$ cat src/rtl/bin_to_bcd_pkg.sv
// Shared constants and types for the sequential binary-to-BCD converter.
// DIGITS    : number of BCD digits driven to the display bank
// BIN_W_DEF : default binary input width (covers 0..99,999,999)
// BCD_MAX   : largest value that fits in DIGITS decimal digits
// BCD_SAT   : all-nines pattern shown when the input is out of range
// state_e   : converter FSM states
package bin_to_bcd_pkg;

    localparam int          DIGITS    = 8;
    localparam int          BIN_W_DEF = 27;
    localparam logic [31:0] BCD_MAX   = 32'd99_999_999;
    localparam logic [31:0] BCD_SAT   = 32'h9999_9999;

    typedef enum logic [1:0] {
        IDLE = 2'd0,
        CONV = 2'd1,
        DONE = 2'd2
    } state_e;

endpackage

$ cat src/rtl/bin_to_bcd_seq_add3.sv
// Double-dabble correction cell: adds 3 to a BCD digit that is 5 or more,
// so the following left shift carries correctly into the next digit.
// din  : current 4-bit scratch digit
// dout : corrected digit (din + 3 when din >= 5, else din)
module bcd_add3
    import bin_to_bcd_pkg::*;
(
    input  logic [3:0] din,
    output logic [3:0] dout
);

    assign dout = (din >= 4'd5) ? din + 4'd3 : din;

endmodule

$ cat src/rtl/bin_to_bcd_seq.sv
// Sequential binary-to-BCD converter (shift-and-add-3, one bit per clock).
// Feeds the 8-digit seven-segment bank; the previous result stays on the
// outputs until a new conversion finishes, so the displays never flicker.
// iCLK   : clock, rising edge
// iRST_N : synchronous active-low reset
// iBIN   : unsigned binary value, sampled on an accepted start
// iSTART : conversion request, accepted only in IDLE
// oBCD   : packed BCD result, digit i in bits [4i+3:4i]
// oBLANK : leading-zero blank mask, 1 = blank digit i (digit 0 never blank)
// oBUSY  : high while converting or finishing
// oDONE  : one-cycle pulse when oBCD/oBLANK/oOVF update
// oOVF   : last accepted input exceeded 99,999,999
//
// state | meaning
// IDLE  | waiting for iSTART, results held
// CONV  | one add-3/shift iteration per edge, BIN_W iterations total
// DONE  | publish result, blank mask and overflow flag, pulse oDONE
module bin_to_bcd_seq
    import bin_to_bcd_pkg::*;
#(
    parameter int BIN_W  = BIN_W_DEF,
    parameter int DIGITS = bin_to_bcd_pkg::DIGITS
) (
    input  logic                  iCLK,
    input  logic                  iRST_N,
    input  logic [BIN_W-1:0]      iBIN,
    input  logic                  iSTART,
    output logic [4*DIGITS-1:0]   oBCD,
    output logic [DIGITS-1:0]     oBLANK,
    output logic                  oBUSY,
    output logic                  oDONE,
    output logic                  oOVF
);

    localparam int                BCD_W     = 4 * DIGITS;
    localparam int                CNT_W     = (BIN_W > 1) ? $clog2(BIN_W) : 1;
    localparam logic [CNT_W-1:0]  CNT_LAST  = CNT_W'(BIN_W - 1);
    localparam logic [DIGITS-1:0] BLANK_RST = ~(DIGITS'(1));

    state_e              state_q, state_d;
    logic [BIN_W-1:0]    bin_q, bin_d;
    logic [BCD_W-1:0]    scr_q, scr_d, scr_adj;
    logic [CNT_W-1:0]    cnt_q, cnt_d;
    logic                ovf_pend_q, ovf_pend_d;
    logic [BCD_W-1:0]    bcd_q, bcd_d;
    logic [DIGITS-1:0]   blank_q, blank_d, blank_calc;
    logic                ovf_q, ovf_d;
    logic                done_q, done_d;

    // Per-digit correction; no carry between digits is needed because a
    // corrected digit never exceeds 4'hC before the shift.
    for (genvar g = 0; g < DIGITS; g++) begin : g_add3
        bcd_add3 u_add3 (
            .din  (scr_q[4*g +: 4]),
            .dout (scr_adj[4*g +: 4])
        );
    end

    // Digit i blanks only when it and all higher digits are zero.
    always_comb begin
        logic all_zero;
        blank_calc = '0;
        all_zero   = 1'b1;
        for (int i = DIGITS - 1; i >= 1; i--) begin
            all_zero      = all_zero & (scr_q[4*i +: 4] == 4'd0);
            blank_calc[i] = all_zero;
        end
    end

    always_comb begin
        state_d    = state_q;
        bin_d      = bin_q;
        scr_d      = scr_q;
        cnt_d      = cnt_q;
        ovf_pend_d = ovf_pend_q;
        bcd_d      = bcd_q;
        blank_d    = blank_q;
        ovf_d      = ovf_q;
        done_d     = 1'b0;

        unique case (state_q)
            IDLE: begin
                if (iSTART) begin
                    bin_d      = iBIN;
                    scr_d      = '0;
                    cnt_d      = '0;
                    ovf_pend_d = (32'(iBIN) > BCD_MAX);
                    state_d    = CONV;
                end
            end
            CONV: begin
                {scr_d, bin_d} = {scr_adj, bin_q} << 1;
                cnt_d          = cnt_q + 1'b1;
                if (cnt_q == CNT_LAST) begin
                    state_d = DONE;
                end
            end
            DONE: begin
                // Out-of-range scratch contents are meaningless, so saturate.
                bcd_d   = ovf_pend_q ? {DIGITS{4'h9}} : scr_q;
                blank_d = ovf_pend_q ? '0 : blank_calc;
                ovf_d   = ovf_pend_q;
                done_d  = 1'b1;
                state_d = IDLE;
            end
            default: begin
                state_d = IDLE;
            end
        endcase
    end

    always_ff @(posedge iCLK) begin
        if (!iRST_N) begin
            state_q    <= IDLE;
            bin_q      <= '0;
            scr_q      <= '0;
            cnt_q      <= '0;
            ovf_pend_q <= 1'b0;
            bcd_q      <= '0;
            blank_q    <= BLANK_RST;
            ovf_q      <= 1'b0;
            done_q     <= 1'b0;
        end else begin
            state_q    <= state_d;
            bin_q      <= bin_d;
            scr_q      <= scr_d;
            cnt_q      <= cnt_d;
            ovf_pend_q <= ovf_pend_d;
            bcd_q      <= bcd_d;
            blank_q    <= blank_d;
            ovf_q      <= ovf_d;
            done_q     <= done_d;
        end
    end

    assign oBCD   = bcd_q;
    assign oBLANK = blank_q;
    assign oBUSY  = (state_q != IDLE);
    assign oDONE  = done_q;
    assign oOVF   = ovf_q;

endmodule
$ cat config.mk
export PLATFORM = sky130hd
export DESIGN_NAME = bin_to_bcd_seq
export DESIGN_NICKNAME = d
export VERILOG_FILES = /design/src/rtl/bin_to_bcd_pkg.sv /design/src/rtl/bin_to_bcd_seq_add3.sv /design/src/rtl/bin_to_bcd_seq.sv
export SDC_FILE = /design/constraint.sdc
export NUM_CORES = 1
export LEC_CHECK = 0
export CAP_MARGIN = 20
export CORE_MARGIN = 2
export CORE_UTILIZATION = 40
export CTS_BUF_LIST = sky130_fd_sc_hd__clkbuf_8
export CTS_CLUSTER_DIAMETER = 120
export DETAILED_ROUTE_END_ITERATION = 8
export RECOVER_POWER = 50
export SYNTH_ARGS = -nofsm -noshare
export SYNTH_HDL_FRONTEND = slang
export SYNTH_SLANG_ARGS = --single-unit
$ cat constraint.sdc
create_clock -name iCLK -period 2.25 [get_ports iCLK]
set_input_delay 0.225 -clock iCLK [delete_from_list [all_inputs] [get_ports iCLK]]
set_output_delay 0.225 -clock iCLK [all_outputs]
set_load 0.01 [all_outputs]
==> impl_metrics.env <==
export IMPL_run_status="completed"
export IMPL_drive_above_1_share_pct=8.25
export IMPL_worst_pin_slew_ns=0.943
export IMPL_crit_path_end_kind="flop"
export IMPL_synth_cell_types=46
export IMPL_wl_per_cell_um=14.5
export IMPL_cp_arrival_ns=2.22
export IMPL_final_cell_mix="108 x dfxtp_1, 68 x nor2_1, 50 x nand2_1, 40 x dlygate4sd3_1, 37 x a21boi_0"
export IMPL_die_w_um=116
export IMPL_h_tree_depth=3
export IMPL_grt_pass1_wl_um=19300
export IMPL_yosys_most_used_dff="dfxtp_1"
export IMPL_timing_slew_headroom_pct=36.9
export IMPL_maxSlewViolCount=0
export IMPL_fin_nets=680
export IMPL_syn_area_per_cell_um2=8.81
export IMPL_hp_class="in -> reg"
export IMPL_crit_required_ns=2.57
export IMPL_final_cells=798
export IMPL_fillers=1196
export IMPL_path_max_fanout=8
export IMPL_multi_input_area_um2=2630
export IMPL_pwr_share_seq_pct=53.6
export IMPL_rows=40
export IMPL_rsz0062_at_grt="false"
export IMPL_fp_dieH_um=116
export IMPL_synthTopCellsByArea="dfxtp_1 43%, ha_1 6.3%, a21boi_0 5.5%"
export IMPL_drt_iter0_markers=278
export IMPL_grt_pass1_vias=3989
export IMPL_cts_made_buffers=9
export IMPL_yosys_warnings=0
export IMPL_drtAntennaViolNets=0
export IMPL_final_seq_area_um2=2160
export IMPL_final_util_pct=50.5
export IMPL_clock_skew_ns=0.00766
export IMPL_p_sw_mw=0.884
export IMPL_grt_antenna_before_repair=0
export IMPL_syn_inst=568
export IMPL_postCtsSetupBuffers=0
export IMPL_dr_total_vias=4108
export IMPL_switching_share_pct=23.7
export IMPL_synth_top_area_cell="dfxtp_1"
export IMPL_gp_congestion=0.807
export IMPL_finalHoldViolCount=0
export IMPL_critPathLaunchType="flop"
export IMPL_drv_cap=0
export IMPL_gr_total_overflow=0
export IMPL_ctsRootBufferMaster="clkbuf_8"
export IMPL_dp_hpwl_um=7680
export IMPL_cts_hold_buf=0
export IMPL_clock_sinks=108
export IMPL_vias_per_cell=5.15
export IMPL_synth_edf_count=0
export IMPL_crit_family="simple AND/OR/NAND/NOR gates"
export IMPL_combPwrFrac_pct=8.8
export IMPL_die_area_um2=13400
export IMPL_slowest_delay_ns=0.62
export IMPL_grt_max_degree=55
export IMPL_drc=0
export IMPL_mappedNetlistArea_um2=5000
export IMPL_dr_pass1_iters=4
export IMPL_crit_chain="or4b_1, nor4_4, nand3_2, o211ai_2"
export IMPL_regToRegStartpoint="state_q[1]$_SDFFE_PN0P_"
export IMPL_fin_crit_sh_pct=84.5
export IMPL_ir_drop_mv=0.259
export IMPL_synth_seq_cells=108
export IMPL_max_freq_mhz=526
export IMPL_start_util_pct=41.3
export IMPL_slowest_stage="or4b_1"
export IMPL_hold_start="iRST_N"
export IMPL_p_int_mw=2.84
export IMPL_area_growth_synth_to_final_pct=22.3
export IMPL_powerDensity_nw_per_um2=609
export IMPL_port_buffers=71
export IMPL_final_common_cell="dfxtp_1"
export IMPL_core_um2=12100
export IMPL_crit_type="reg -> reg"
export IMPL_diodes=0
export IMPL_gr_usage_all_layers_pct=18.1
export IMPL_dp_cells=782
export IMPL_power_total_mw=3.73
export IMPL_ioPinCount=73
export IMPL_critPathLaunch="state_q[1]$_SDFFE_PN0P_"
export IMPL_ys_seq_area_share_pct=43.2
export IMPL_cts_resized=0
export IMPL_insertion_delay_ns=0.38
export IMPL_clkPwrFrac_pct=37.6
export IMPL_async_reset_ff_share_pct=0
export IMPL_whs_ns=0.206
export IMPL_path_buf_inv=0
export IMPL_clkTransAtPathRegs_ns=0.10
export IMPL_finalSetupViolCount=0
export IMPL_wl_um=11600
export IMPL_synth_top_area_share_pct=43.2
export IMPL_leakage_nw=2.24
export IMPL_syn_nets=623
export IMPL_min_period_ns=1.90
export IMPL_setup_tns_ns=0
export IMPL_cts_buffer_depth=2
export IMPL_cts_tree="done"
-- path summary, 6_finish.rpt --
check                           end  slack, ns  cells past startpoint
max          oBLANK[1]$_SDFFE_PN1P_       0.35                      4
min          bin_q[25]$_SDFFE_PN0P_       0.21                      3
max reg2reg  oBLANK[1]$_SDFFE_PN1P_       0.35                      4
min reg2reg   oBCD[10]$_SDFFE_PN0P_       0.46                      2
-- stage by stage --
step           cell area (um^2)  setup slack, ns
3_3_place_gp               5890            0.255
2_1_floorplan              5000            0.535
5_1_grt                    6120            0.168
4_1_cts                    6130            0.331
3_5_place_dp               5890            0.218
6_report                   6120            0.348
-- Yosys cell counts, types with 3 or more instances --
| library cell | instances |
|---|---|
| o31ai_1 | 3 |
| o21a_1 | 8 |
| nand2b_1 | 10 |
| ha_1 | 25 |
| o221ai_1 | 26 |
| nor2b_1 | 5 |
| a21oi_1 | 17 |
| nand3_1 | 17 |
| nor3b_1 | 5 |
| buf_2 | 7 |
| buf_1 | 3 |
| o211ai_1 | 5 |
| xnor2_1 | 8 |
| nand2_1 | 50 |
| nor3_1 | 25 |
| o21ai_0 | 26 |
| nor2_1 | 68 |
| o2bb2ai_1 | 16 |
| or3b_2 | 8 |
| or3_1 | 8 |
| mux2_2 | 8 |
| inv_1 | 17 |
| a21boi_0 | 37 |
| clkbuf_1 | 26 |
| dfxtp_1 | 108 |
| nand3b_1 | 9 |
-- sequential cells by signal (all words and copies together), names as in the netlist --
signal      flops
oBLANK          7
scr_q          32
bin_q          27
oBCD           32
oDONE           1
state_q         2
cnt_q           5
ovf_pend_q      1
oOVF            1
-- final cells by class --
| type | count | share of cell area [%] |
|---|---|---|
| inverters | 17 | 1.04 |
| well taps | 168 | 3.43 |
| multi-input cells | 406 | 42.9 |
| clock buffers | 9 | 2.02 |
| repair buffers | 83 | 13.4 |
| flip-flops and latches | 108 | 35.3 |
| clock inverters | 7 | 1.88 |
-- worst register-to-register path, stage by stage (launching register included) --
cell and delay [ns]:
dfxtp_1 0.47, or4b_1 0.62, nor4_4 0.41, nand3_2 0.17, o211ai_2 0.18
-- power groups by stage --
stage	Clock [mW]	Combinational (mW)	Sequential, mW
after floorplan	0	0.200	2.03
after global placement	0	0.326	2.04
after detailed placement	0	0.331	2.04
after CTS	1.45	0.331	2.00
after global routing	1.52	0.363	2.01
final	1.40	0.329	2.00
-- logic make-up after synthesis --
| logic type | count (synthesis) | synth area share, % |
|---|---|---|
| buffers and inverters | 54 | 4.30 |
| AND/OR/NAND/NOR | 220 | 22.1 |
| other | 1 | 0.0749 |
| AO/OA/AOI/OAI | 143 | 20.7 |
| adder cells (fa/ha/maj) | 25 | 6.25 |
| XOR/XNOR | 9 | 1.58 |
| multiplexers | 8 | 1.80 |
| flip-flops | 108 | 43.2 |
-- metal layers --
layer	vias to the layer above	global-route usage (%)	routed length [um]
met3	13	2.98	439
li1	2113	-	-
met1	1902	24.4	5700
met5	-	0	0
met4	0	6.51	175
met2	80	29.4	5280
Power figures use the tool's default switching activity.
